`src/rtl/risc8_pkg.sv`:
```
// Shared definitions for the risc8 core and its instruction-fetch/loader stage.
// The instruction format is op[7:6] with a 4-bit jump target in [3:0].
package risc8_pkg;

  localparam logic [1:0] OP_ADD  = 2'b00;
  localparam logic [1:0] OP_ADDI = 2'b01;
  localparam logic [1:0] OP_BEQ  = 2'b10;
  localparam logic [1:0] OP_JUMP = 2'b11;

  localparam int IMEM_DEPTH = 16;

  // JUMP 15. Address 15 is never loaded, so it sits beyond any program and the core parks there.
  localparam logic [7:0] HALT_INSTR = {OP_JUMP, 2'b00, 4'hF};

  typedef enum logic {
    FETCH_LOAD = 1'b0,
    FETCH_RUN  = 1'b1
  } fetch_state_e;

endpackage

```
`src/rtl/imem_fetch_if.sv`:
```
// Valid/ready byte stream carrying a program image into the fetch stage.
interface imem_fetch_if;

  logic       load_valid;
  logic [7:0] load_data;
  logic       load_last;
  logic       load_ready;

  modport master (output load_valid, output load_data, output load_last, input load_ready);
  modport slave  (input load_valid, input load_data, input load_last, output load_ready);

endinterface

```
`src/rtl/imem_ram.sv`:
```
// Instruction memory: one synchronous write port, one asynchronous read port.
// Contents are deliberately not reset; prog_len gates what the core can see.
module imem_ram #(
  parameter int DEPTH = 16,
  parameter int AW    = $clog2(DEPTH)
) (
  input  logic          clk,
  input  logic          we_i,
  input  logic [AW-1:0] waddr_i,
  input  logic [7:0]    wdata_i,
  input  logic [AW-1:0] raddr_i,
  output logic [7:0]    rdata_o
);

  logic [7:0] mem_q [DEPTH];

  always_ff @(posedge clk) begin
    if (we_i) begin
      mem_q[waddr_i] <= wdata_i;
    end
  end

  assign rdata_o = mem_q[raddr_i];

endmodule

```
`src/rtl/imem_fetch.sv`:
```
// Program loader and instruction fetch for the risc8 core: holds the core in reset
// while a program streams in, then serves instructions and detects when it runs off the end.
module imem_fetch
  import risc8_pkg::*;
#(
  parameter int DEPTH = IMEM_DEPTH,
  parameter int CNT_W = 16
) (
  input  logic             clk,
  input  logic             reset,
  imem_fetch_if.slave      load,
  input  logic             restart,
  input  logic [7:0]       pc,
  output logic [7:0]       instruction,
  output logic             cpu_reset,
  output logic             running,
  output logic             halted,
  output logic             load_err,
  output logic [3:0]       prog_len,
  output logic [CNT_W-1:0] run_cycles
);

  // The top entry is reserved as the halt landing spot, so loading stops one short.
  localparam logic [3:0] LAST_IDX = 4'(DEPTH - 2);

  fetch_state_e     state_q, state_d;
  logic [3:0]       wr_ptr_q, wr_ptr_d;
  logic [3:0]       prog_len_q, prog_len_d;
  logic             halted_q, halted_d;
  logic             load_err_q, load_err_d;
  logic [CNT_W-1:0] run_cycles_q, run_cycles_d;
  logic             mem_we;
  logic             in_range;
  logic [7:0]       mem_rdata;

  imem_ram #(.DEPTH(DEPTH)) u_ram (
    .clk     (clk),
    .we_i    (mem_we),
    .waddr_i (wr_ptr_q),
    .wdata_i (load.load_data),
    .raddr_i (pc[3:0]),
    .rdata_o (mem_rdata)
  );

  assign in_range    = (pc < {4'h0, prog_len_q});
  assign instruction = in_range ? mem_rdata : HALT_INSTR;

  always_ff @(posedge clk or posedge reset) begin
    if (reset) begin
      state_q      <= FETCH_LOAD;
      wr_ptr_q     <= '0;
      prog_len_q   <= '0;
      halted_q     <= 1'b0;
      load_err_q   <= 1'b0;
      run_cycles_q <= '0;
    end else begin
      state_q      <= state_d;
      wr_ptr_q     <= wr_ptr_d;
      prog_len_q   <= prog_len_d;
      halted_q     <= halted_d;
      load_err_q   <= load_err_d;
      run_cycles_q <= run_cycles_d;
    end
  end

  // restart wins over a same-cycle beat, which is dropped rather than written.
  always_comb begin
    state_d      = state_q;
    wr_ptr_d     = wr_ptr_q;
    prog_len_d   = prog_len_q;
    halted_d     = halted_q;
    load_err_d   = load_err_q;
    run_cycles_d = run_cycles_q;
    mem_we       = 1'b0;
    if (restart) begin
      state_d      = FETCH_LOAD;
      wr_ptr_d     = '0;
      prog_len_d   = '0;
      halted_d     = 1'b0;
      load_err_d   = 1'b0;
      run_cycles_d = '0;
    end else begin
      case (state_q)
        FETCH_LOAD: begin
          if (load.load_valid) begin
            mem_we   = 1'b1;
            wr_ptr_d = wr_ptr_q + 4'd1;
            if (load.load_last || (wr_ptr_q == LAST_IDX)) begin
              state_d    = FETCH_RUN;
              prog_len_d = wr_ptr_q + 4'd1;
              load_err_d = ~load.load_last;
            end
          end
        end
        FETCH_RUN: begin
          if (!in_range) begin
            halted_d = 1'b1;
          end
          if (!halted_q && (run_cycles_q != '1)) begin
            run_cycles_d = run_cycles_q + CNT_W'(1);
          end
        end
        default: state_d = FETCH_LOAD;
      endcase
    end
  end

  assign load.load_ready = (state_q == FETCH_LOAD);
  assign cpu_reset       = (state_q == FETCH_LOAD);
  assign running         = (state_q == FETCH_RUN);
  assign halted          = halted_q;
  assign load_err        = load_err_q;
  assign prog_len        = prog_len_q;
  assign run_cycles      = run_cycles_q;

endmodule

```
`src/flat_wrapper.sv`:
```
// flat-port wrapper written by rule: the top's interface ports become plain ports
module imem_fetch_flat import risc8_pkg::*;
#(
  parameter int DEPTH = IMEM_DEPTH,
  parameter int CNT_W = 16
)
  (clk, reset, restart, pc, instruction, cpu_reset, running, halted, load_err, prog_len, run_cycles, load_load_valid, load_load_data, load_load_last, load_load_ready);
  imem_fetch_if load_i ();
  input  logic clk;
  input  logic reset;
  input  logic restart;
  input  logic [7:0] pc;
  output logic [7:0] instruction;
  output logic cpu_reset;
  output logic running;
  output logic halted;
  output logic load_err;
  output logic [3:0] prog_len;
  output logic [CNT_W-1:0] run_cycles;
  input wire logic [$bits(load_i.load_valid)-1:0] load_load_valid;
  input wire logic [$bits(load_i.load_data)-1:0] load_load_data;
  input wire logic [$bits(load_i.load_last)-1:0] load_load_last;
  output wire logic [$bits(load_i.load_ready)-1:0] load_load_ready;
  assign load_i.load_valid = load_load_valid;
  assign load_i.load_data = load_load_data;
  assign load_i.load_last = load_load_last;
  assign load_load_ready = load_i.load_ready;
  imem_fetch #(.DEPTH(DEPTH), .CNT_W(CNT_W)) u_core (.clk(clk), .reset(reset), .load(load_i), .restart(restart), .pc(pc), .instruction(instruction), .cpu_reset(cpu_reset), .running(running), .halted(halted), .load_err(load_err), .prog_len(prog_len), .run_cycles(run_cycles));
endmodule
```
`config.mk`:
```
export PLATFORM = sky130hd
export DESIGN_NAME = imem_fetch_flat
export DESIGN_NICKNAME = d
export VERILOG_FILES = /design/src/rtl/risc8_pkg.sv /design/src/rtl/imem_fetch_if.sv /design/src/rtl/imem_ram.sv /design/src/rtl/imem_fetch.sv /design/src/flat_wrapper.sv
export SDC_FILE = /design/constraint.sdc
export NUM_CORES = 1
export LEC_CHECK = 0
export ABC_AREA = 1
export CAP_MARGIN = 20
export CORE_MARGIN = 5
export CORE_UTILIZATION = 35
export DETAILED_ROUTE_END_ITERATION = 8
export PLACE_DENSITY = 0.49
export SYNTH_ARGS = -nofsm -noshare
export SYNTH_HDL_FRONTEND = slang
export SYNTH_HIERARCHICAL = 1
export SYNTH_SLANG_ARGS = --single-unit
```
`constraint.sdc`:
```
create_clock -name clk -period 3.2 [get_ports clk]
set_clock_uncertainty 0.2 [all_clocks]
set_input_delay 0.32 -clock clk [delete_from_list [all_inputs] [get_ports clk]]
set_output_delay 0.32 -clock clk [all_outputs]
set_load 0.05 [all_outputs]
```
==> impl_metrics.py, run 1 <==
metrics = {
    "run_status": {
        "result_of_the_run": "completed",
    },
    "placed_design": {
        "placedInstanceArea_mm2": 0.00821,
        "routabilityCongestion": 0.801,
        "buffer_ports.inserted": 53,
        "detailedPlacementHpwl_um": 12100,
    },
    "sta": {
        "final_hold_fails": 0,
        "final_max_slew_viol_count": 0,
        "max_slew_margin": 0.429,
        "final_period_minus_worst_setup_slack_ps": 2850,
        "fin_setup_tns_ps": 0,
        "period_share": 0.892,
        "timing.final.setup_violations": 0,
        "timing.fmax_ghz": 0.350,
        "rsz_0062_raised_after_global_routing": "no",
        "max_slew.worst_pin.slew_ps": 853,
    },
    "critical_path": {
        "end_kind": "output port",
        "required_ps": 2680,
        "crit_chain": "inv_1 -> ha_1 -> o21ai_0 -> nand2_1 -> nand3_1 -> nand3_1 -> or2_2 -> buf_4",
        "startpoint_type": "flop",
        "delay_heaviest_family_cp": "simple AND/OR/NAND/NOR gates",
        "critical_path.reg2reg.endpoint": "u_core/u_ram/mem_q[6][4]$_DFFE_PP_",
        "ff2ff_setup_slack_ps": 650,
        "critPathKind": "reg2out",
        "critical_path_peak_fanout": 9,
        "critical_path.slowest_cell": "sky130_fd_sc_hd__or2_2",
        "timing.reg2reg.worst_path_depth": 5,
        "worst_ep_arrival_time_ps": 2330,
        "cp_slowest_stage_delay_ps": 440,
        "cp.buffers_inverters": 2,
        "worst_r2r_startpoint": "u_core/running$_DFF_PP0_",
        "timing.critical_path.mode_cell": "sky130_fd_sc_hd__nand3_1",
    },
    "synth": {
        "synth.avg_cell_area_um2": 9.41,
        "register_bit_total_from_synthesis": 155,
        "synth-edff-count": 128,
        "synth_nets": 811,
        "synth_top_cells_by_count": "241 x sky130_fd_sc_hd__nand2_1, 131 x sky130_fd_sc_hd__inv_1, 128 x sky130_fd_sc_hd__edfxtp_1, 125 x sky130_fd_sc_hd__nand3_1, 38 x sky130_fd_sc_hd__nor2_1",
        "ys_warn_count": 6,
        "syn-instance-count": 784,
        "yosysMostFrequentCell": "sky130_fd_sc_hd__nand2_1",
        "yosys.area.top_type": "sky130_fd_sc_hd__edfxtp_1",
        "post_synthesis_cell_type_count": 32,
        "cells_taking_the_most_area_after_synthesis": "sky130_fd_sc_hd__edfxtp_1 52%, sky130_fd_sc_hd__nand2_1 12%, sky130_fd_sc_hd__dfrtp_1 9.2%, sky130_fd_sc_hd__nand3_1 8.5%, sky130_fd_sc_hd__inv_1 6.7%",
        "area_share_of_the_largest_cell_type_after_synthesis": 0.521,
        "sequential_area_share_after_synthesis": 0.613,
        "mapped_area_mm2": 0.00737,
        "yosys_most_used_dff": "sky130_fd_sc_hd__edfxtp_1",
        "ys_async_sr_fraction": 0.174,
    },
    "final_layout": {
        "diodes": 0,
        "stdcell_area_mm2": 0.00880,
        "layout-area-overhead-vs-synth_pct": 19.3,
        "layout-drive-gt1-share": 0.101,
        "final_nets": 877,
    },
    "worst_hold_path": {
        "worst_hold_path.num_cells": 3,
        "whs_endpoint": "u_core/running$_DFF_PP0_",
        "worst_hold_path_type": "in2reg",
        "timing.hold.worst.start": "load_load_valid",
    },
    "detailed_routing": {
        "post-route-drc-count": 0,
        "detailedRoute.firstPassIterationCount": 6,
        "routedWlPerCell_um": 16.3,
        "finalWirelength_um": 18500,
        "via_per_inst": 4.75,
        "detailedRoute.firstIterationViolations": 337,
        "vias": 5409,
        "drtAntennaViolNets": 0,
    },
    "power_and_ir_drop": {
        "cellLeakagePower_nw": 3.77,
        "switching_power_mw": 1.12,
        "power.internal_mw": 3.48,
        "sw_frac_of_total": 0.243,
        "power.clock.fraction": 0.427,
        "pwr_density_cell_mw_per_mm2": 523,
        "pwr-share-comb": 0.088,
        "pwr-share-seq": 0.485,
        "peakVddDrop_uv": 352,
        "totalPowerFinal_mw": 4.60,
    },
    "clock_network": {
        "cts_tree": "yes",
        "cts_root_buf": "sky130_fd_sc_hd__clkbuf_16",
        "cts_buffer_depth": 2,
        "ctsResizeCount": 0,
        "cts_htree_levels": 4,
        "clk_sink_count": 155,
        "clk-insertion-delay-late_ps": 420,
        "tritoncts.num_buffers": 17,
        "cts.clk_slew.worst_paths_ps": 70,
    },
    "grt": {
        "globalRouteTotalUtil": 0.159,
        "vias_in_the_first_global_route": 5340,
        "pin_count_of_the_biggest_net_entering_global_routing": 65,
        "grt_remaining_overflow": 0,
        "grt_pass1_wl_um": 29400,
        "initial_antenna_violation_count": 0,
    },
    "die": {
        "dieArea_mm2": 0.0241,
        "placeableCoreArea_mm2": 0.0209,
        "boundaryPins": 54,
        "row_count": 53,
        "initial_core_util": 0.353,
        "die_y_um": 155,
        "die_width_um": 155,
    },
    "run": {
        "max_cap_viol_count": 0,
    },
}
==> layout by cell type (no fill, tap or decap), types with 8 or more instances in the layout <==
master                            Yosys  routed
sky130_fd_sc_hd__or2_2                9       9
sky130_fd_sc_hd__edfxtp_1           128     128
sky130_fd_sc_hd__o21ai_0              9       9
sky130_fd_sc_hd__o21ai_2              8       8
sky130_fd_sc_hd__nand2_1            241     241
sky130_fd_sc_hd__nand3_1            125     125
sky130_fd_sc_hd__clkdlybuf4s50_1      0      44
sky130_fd_sc_hd__clkbuf_16            0      17
sky130_fd_sc_hd__inv_1              131     131
sky130_fd_sc_hd__dfrtp_1             27      27
sky130_fd_sc_hd__nor2_1              38      38
sky130_fd_sc_hd__buf_4                5      28
==> sequential cells by signal, indices dropped and copies added (netlist names) <==
name / flops
u_core/u_ram/mem_q: 128
u_core/run_cycles: 16
u_core/prog_len: 4
u_core/wr_ptr_q: 4
u_core/halted: 1
u_core/load_err: 1
u_core/running: 1
==> per-layer routing <==
layer  global-route usage  wire (um)
met1                0.214       8550
met4               0.0404        167
met2                0.260       8790
met5                    0          0
met3               0.0398        993
==> timing repair <==
item                      in CTS  in global routing
hold endpoints to repair       8                  0
setup buffers                  0                  0
hold buffers                   1                  0
==> final cells by class <==
class,count,area [um^2]
fill,2074,12100
sequential,155,4520
multi-input combinational,466,2130
timing repair buffer,77,726
inverter,133,499
clock buffer,18,429
tap,275,344
clock inverter,14,146
==> through the flow <==
| stage | setup WS (ps) | std cells | util | hold WS [ps] |
|---|---|---|---|---|
| 6_report | 346 | 1138 | 0.421 | 293 |
| 5_1_grt | 210 | 1138 | 0.421 | 298 |
| 3_5_place_dp | 390 | 1105 | 0.393 | 285 |
| 4_1_cts | 325 | 1138 | 0.421 | 271 |
| 2_1_floorplan | 554 | 784 | - | 173 |
| 3_3_place_gp | 396 | 1105 | 0.393 | 276 |
==> worst max-delay path by stage <==
stage / start / end / slack (ps) / cells after the start
final: u_core/prog_len[1]$_DFFE_PP0P_ / instruction[3] / 350 / 8
after global routing: u_core/prog_len[1]$_DFFE_PP0P_ / instruction[3] / 210 / 8
after CTS: u_core/prog_len[3]$_DFFE_PP0P_ / instruction[3] / 320 / 6
after detailed placement: pc[3] / instruction[3] / 390 / 6
after global placement: pc[1] / instruction[1] / 400 / 8
after floorplan: u_core/running$_DFF_PP0_ / u_core/u_ram/mem_q[12][0]$_DFFE_PP_ / 550 / 5
==> cell families after synthesis <==
group	count (synthesis)	synth area share
simple gates	428	0.249
buf+inv	163	0.0977
flops	155	0.613
compound gates	28	0.0254
fa+ha+maj	6	0.0102
xor+xnor	4	0.00475
==> worst min-delay path, delay by kind of cell <==
family / cells / cell delay (ps)
and+or+nand+nor: 2 / 130
buffers and inverters: 1 / 430
==> power by group through the flow <==
stage               clock network [mW]  registers, mW  logic (mW)
floorplan                            0           2.32       0.210
global placement                     0           2.28       0.408
detailed placement                   0           2.28       0.409
CTS                               2.01           2.23       0.412
global route                      2.10           2.24       0.449
finish                            1.96           2.23       0.405
(Power assumes the default switching activity.)
==> run 2, diff against run 1 <==
--- a/config.mk
+++ b/config.mk
@@ -8,9 +8,9 @@
 export ABC_AREA = 1
 export CAP_MARGIN = 20
 export CORE_MARGIN = 5
-export CORE_UTILIZATION = 35
+export CORE_UTILIZATION = 60
 export DETAILED_ROUTE_END_ITERATION = 8
-export PLACE_DENSITY = 0.49
+export PLACE_DENSITY = 0.78
 export SYNTH_ARGS = -nofsm -noshare
 export SYNTH_HDL_FRONTEND = slang
 export SYNTH_HIERARCHICAL = 1
==> run 2 against run 1 <==
Total power rose by 3.1%. Via count rose by 2.7%. Register-to-register slack gained 270 ps. Routed wire length down 6.9%. Critical path type is now in2out.
==> impl_metrics.py, run 2 (same netlist as run 1, synthesis figures left out) <==
metrics = {
    "run_status": {
        "result_of_the_run": "completed",
    },
    "final_layout": {
        "final-instance-count-excl-fill": 1012,
        "layout-drive-gt1-share": 0.102,
        "layout-area-overhead-vs-synth_pct": 18.1,
        "most_frequent_standard_cell_in_the_layout_excluding_fill_and_tap_cells": "sky130_fd_sc_hd__nand2_1",
        "multi_input_area_mm2": 0.00213,
        "diodes": 0,
        "final_nets": 879,
        "largest_reg_flops": 128,
        "regArea_mm2": 0.00452,
        "final_cell_mix": "241 x sky130_fd_sc_hd__nand2_1, 131 x sky130_fd_sc_hd__inv_1, 128 x sky130_fd_sc_hd__edfxtp_1, 125 x sky130_fd_sc_hd__nand3_1, 44 x sky130_fd_sc_hd__clkdlybuf4s50_1",
        "nFillCells": 857,
        "registers.top_by_ff_count": "u_core/u_ram/mem_q",
        "stdcell_area_mm2": 0.00871,
    },
    "die": {
        "die_width_um": 121,
        "boundaryPins": 54,
        "dieArea_mm2": 0.0146,
        "die_y_um": 121,
        "initial_core_util": 0.614,
        "placeableCoreArea_mm2": 0.0120,
        "row_count": 40,
    },
    "sta": {
        "max_slew_margin": 0.501,
        "timing.hold.ws_ps": 310,
        "period_share": 0.904,
        "timing.fmax_ghz": 0.346,
        "final_hold_fails": 0,
        "rsz_0062_raised_after_global_routing": "no",
        "fin_setup_tns_ps": 0,
        "max_slew.worst_pin.slew_ps": 747,
        "final_period_minus_worst_setup_slack_ps": 2890,
        "timing.final.setup_violations": 0,
        "final_max_slew_viol_count": 0,
    },
    "critical_path": {
        "worst_ep_arrival_time_ps": 2370,
        "critPathKind": "in2out",
        "required_ps": 2680,
        "end_kind": "output port",
        "startpoint": "pc[2]",
        "startpoint_type": "primary input",
        "worst_r2r_startpoint": "u_core/running$_DFF_PP0_",
        "critical_path_peak_fanout": 16,
        "timing.reg2reg.worst_path_depth": 6,
    },
    "clock_network": {
        "post-cts-setup-buffers": 0,
        "clk-insertion-delay-late_ps": 420,
        "cts_htree_levels": 4,
        "cts_root_buf": "sky130_fd_sc_hd__clkbuf_16",
        "clk_sink_count": 155,
        "cts_tree": "yes",
        "cts.clk_slew.worst_paths_ps": 60,
        "cts_buffer_depth": 2,
        "tritoncts.num_buffers": 17,
    },
    "detailed_routing": {
        "vias": 5553,
        "detailedRoute.firstPassIterationCount": 7,
        "via_per_inst": 5.49,
        "finalWirelength_um": 17200,
        "detailedRoute.firstIterationViolations": 562,
        "drtAntennaViolNets": 0,
        "routedWlPerCell_um": 17.0,
        "post-route-drc-count": 0,
    },
    "grt": {
        "vias_in_the_first_global_route": 5563,
        "pin_count_of_the_biggest_net_entering_global_routing": 33,
        "globalRouteTotalUtil": 0.251,
        "grt_remaining_overflow": 0,
        "grt_pass1_wl_um": 27900,
        "initial_antenna_violation_count": 0,
    },
    "worst_hold_path": {
        "worst_hold_path.num_cells": 3,
        "worst_hold_path_type": "in2reg",
        "timing.hold.worst.start": "load_load_valid",
    },
    "placed_design": {
        "routabilityCongestion": 0.897,
        "placedInstanceArea_mm2": 0.00805,
        "buffer_ports.inserted": 53,
        "detailedPlacementHpwl_um": 11200,
        "numPlacedInstances": 978,
    },
    "power_and_ir_drop": {
        "cellLeakagePower_nw": 3.82,
        "totalPowerFinal_mw": 4.75,
        "peakVddDrop_uv": 335,
        "pwr_density_cell_mw_per_mm2": 545,
    },
    "run": {
        "max_cap_viol_count": 0,
    },
}
==> run 2: changes by cell type in the layout (fill, tap and decap cells not counted), moves of 3 or more <==
cell	change
sky130_fd_sc_hd__clkinv_4	-3
sky130_fd_sc_hd__clkbuf_1	+3
sky130_fd_sc_hd__clkbuf_8	+3
sky130_fd_sc_hd__clkinv_2	+3
sky130_fd_sc_hd__clkinvlp_4	-4
==> run 2: routing by layer <==
metal	routed length (um)	global-route usage	up-vias
met5	0	0	-
met4	330	0.0836	0
met3	1220	0.0629	32
met2	8780	0.427	235
met1	6870	0.316	2631
li1	-	-	2655
==> run 2: layout make-up <==
cell class,instances,share of cell area
Clock buffer,24,0.0553
Clock inverter,8,0.0161
Inverter,133,0.0573
Multi-Input combinational cell,466,0.245
Sequential cell,155,0.519
Tap cell,147,0.0211
Timing Repair Buffer,79,0.0859
==> run 2: timing repair <==
action	in CTS	in global routing
gates resized for setup	0	0
hold buffers	0	1
hold endpoints to repair	0	4
==> run 2: path summary, 6_finish.rpt <==
path,slack (ps),endpoint
worst max-delay path,310,instruction[6]
worst min-delay path,310,u_core/running$_DFF_PP0_
worst max register to register,920,u_core/u_ram/mem_q[4][1]$_DFFE_PP_
worst min register to register,310,u_core/load_err$_DFFE_PP0P_
max in group asynchronous,1900,u_core/run_cycles[7]$_DFFE_PP0P_
min in group asynchronous,490,u_core/prog_len[0]$_DFFE_PP0P_
==> run 2: critical path, stage by stage <==
cell and delay (ps):
sky130_fd_sc_hd__clkdlybuf4s50_1 530, sky130_fd_sc_hd__buf_4 250, sky130_fd_sc_hd__inv_1 430, sky130_fd_sc_hd__nand3_1 130
sky130_fd_sc_hd__nand3_1 120, sky130_fd_sc_hd__nand2_1 100, sky130_fd_sc_hd__or2_2 300, sky130_fd_sc_hd__buf_4 190
==> run 2: metrics by stage <==
stage / utilization / setup WS, ps
5_1_grt: 0.725 / 200
2_1_floorplan: - / 554
4_1_cts: 0.722 / 319
3_5_place_dp: 0.670 / 336
3_3_place_gp: 0.670 / 385
6_report: 0.725 / 306
==> run 2: where the power goes <==
group          internal, mW  leakage, nW  switching, mW  total [mW]
clock                  1.36        0.308          0.747        2.11
combinational         0.125         1.99          0.276       0.402
sequential             2.21         1.52         0.0214        2.24
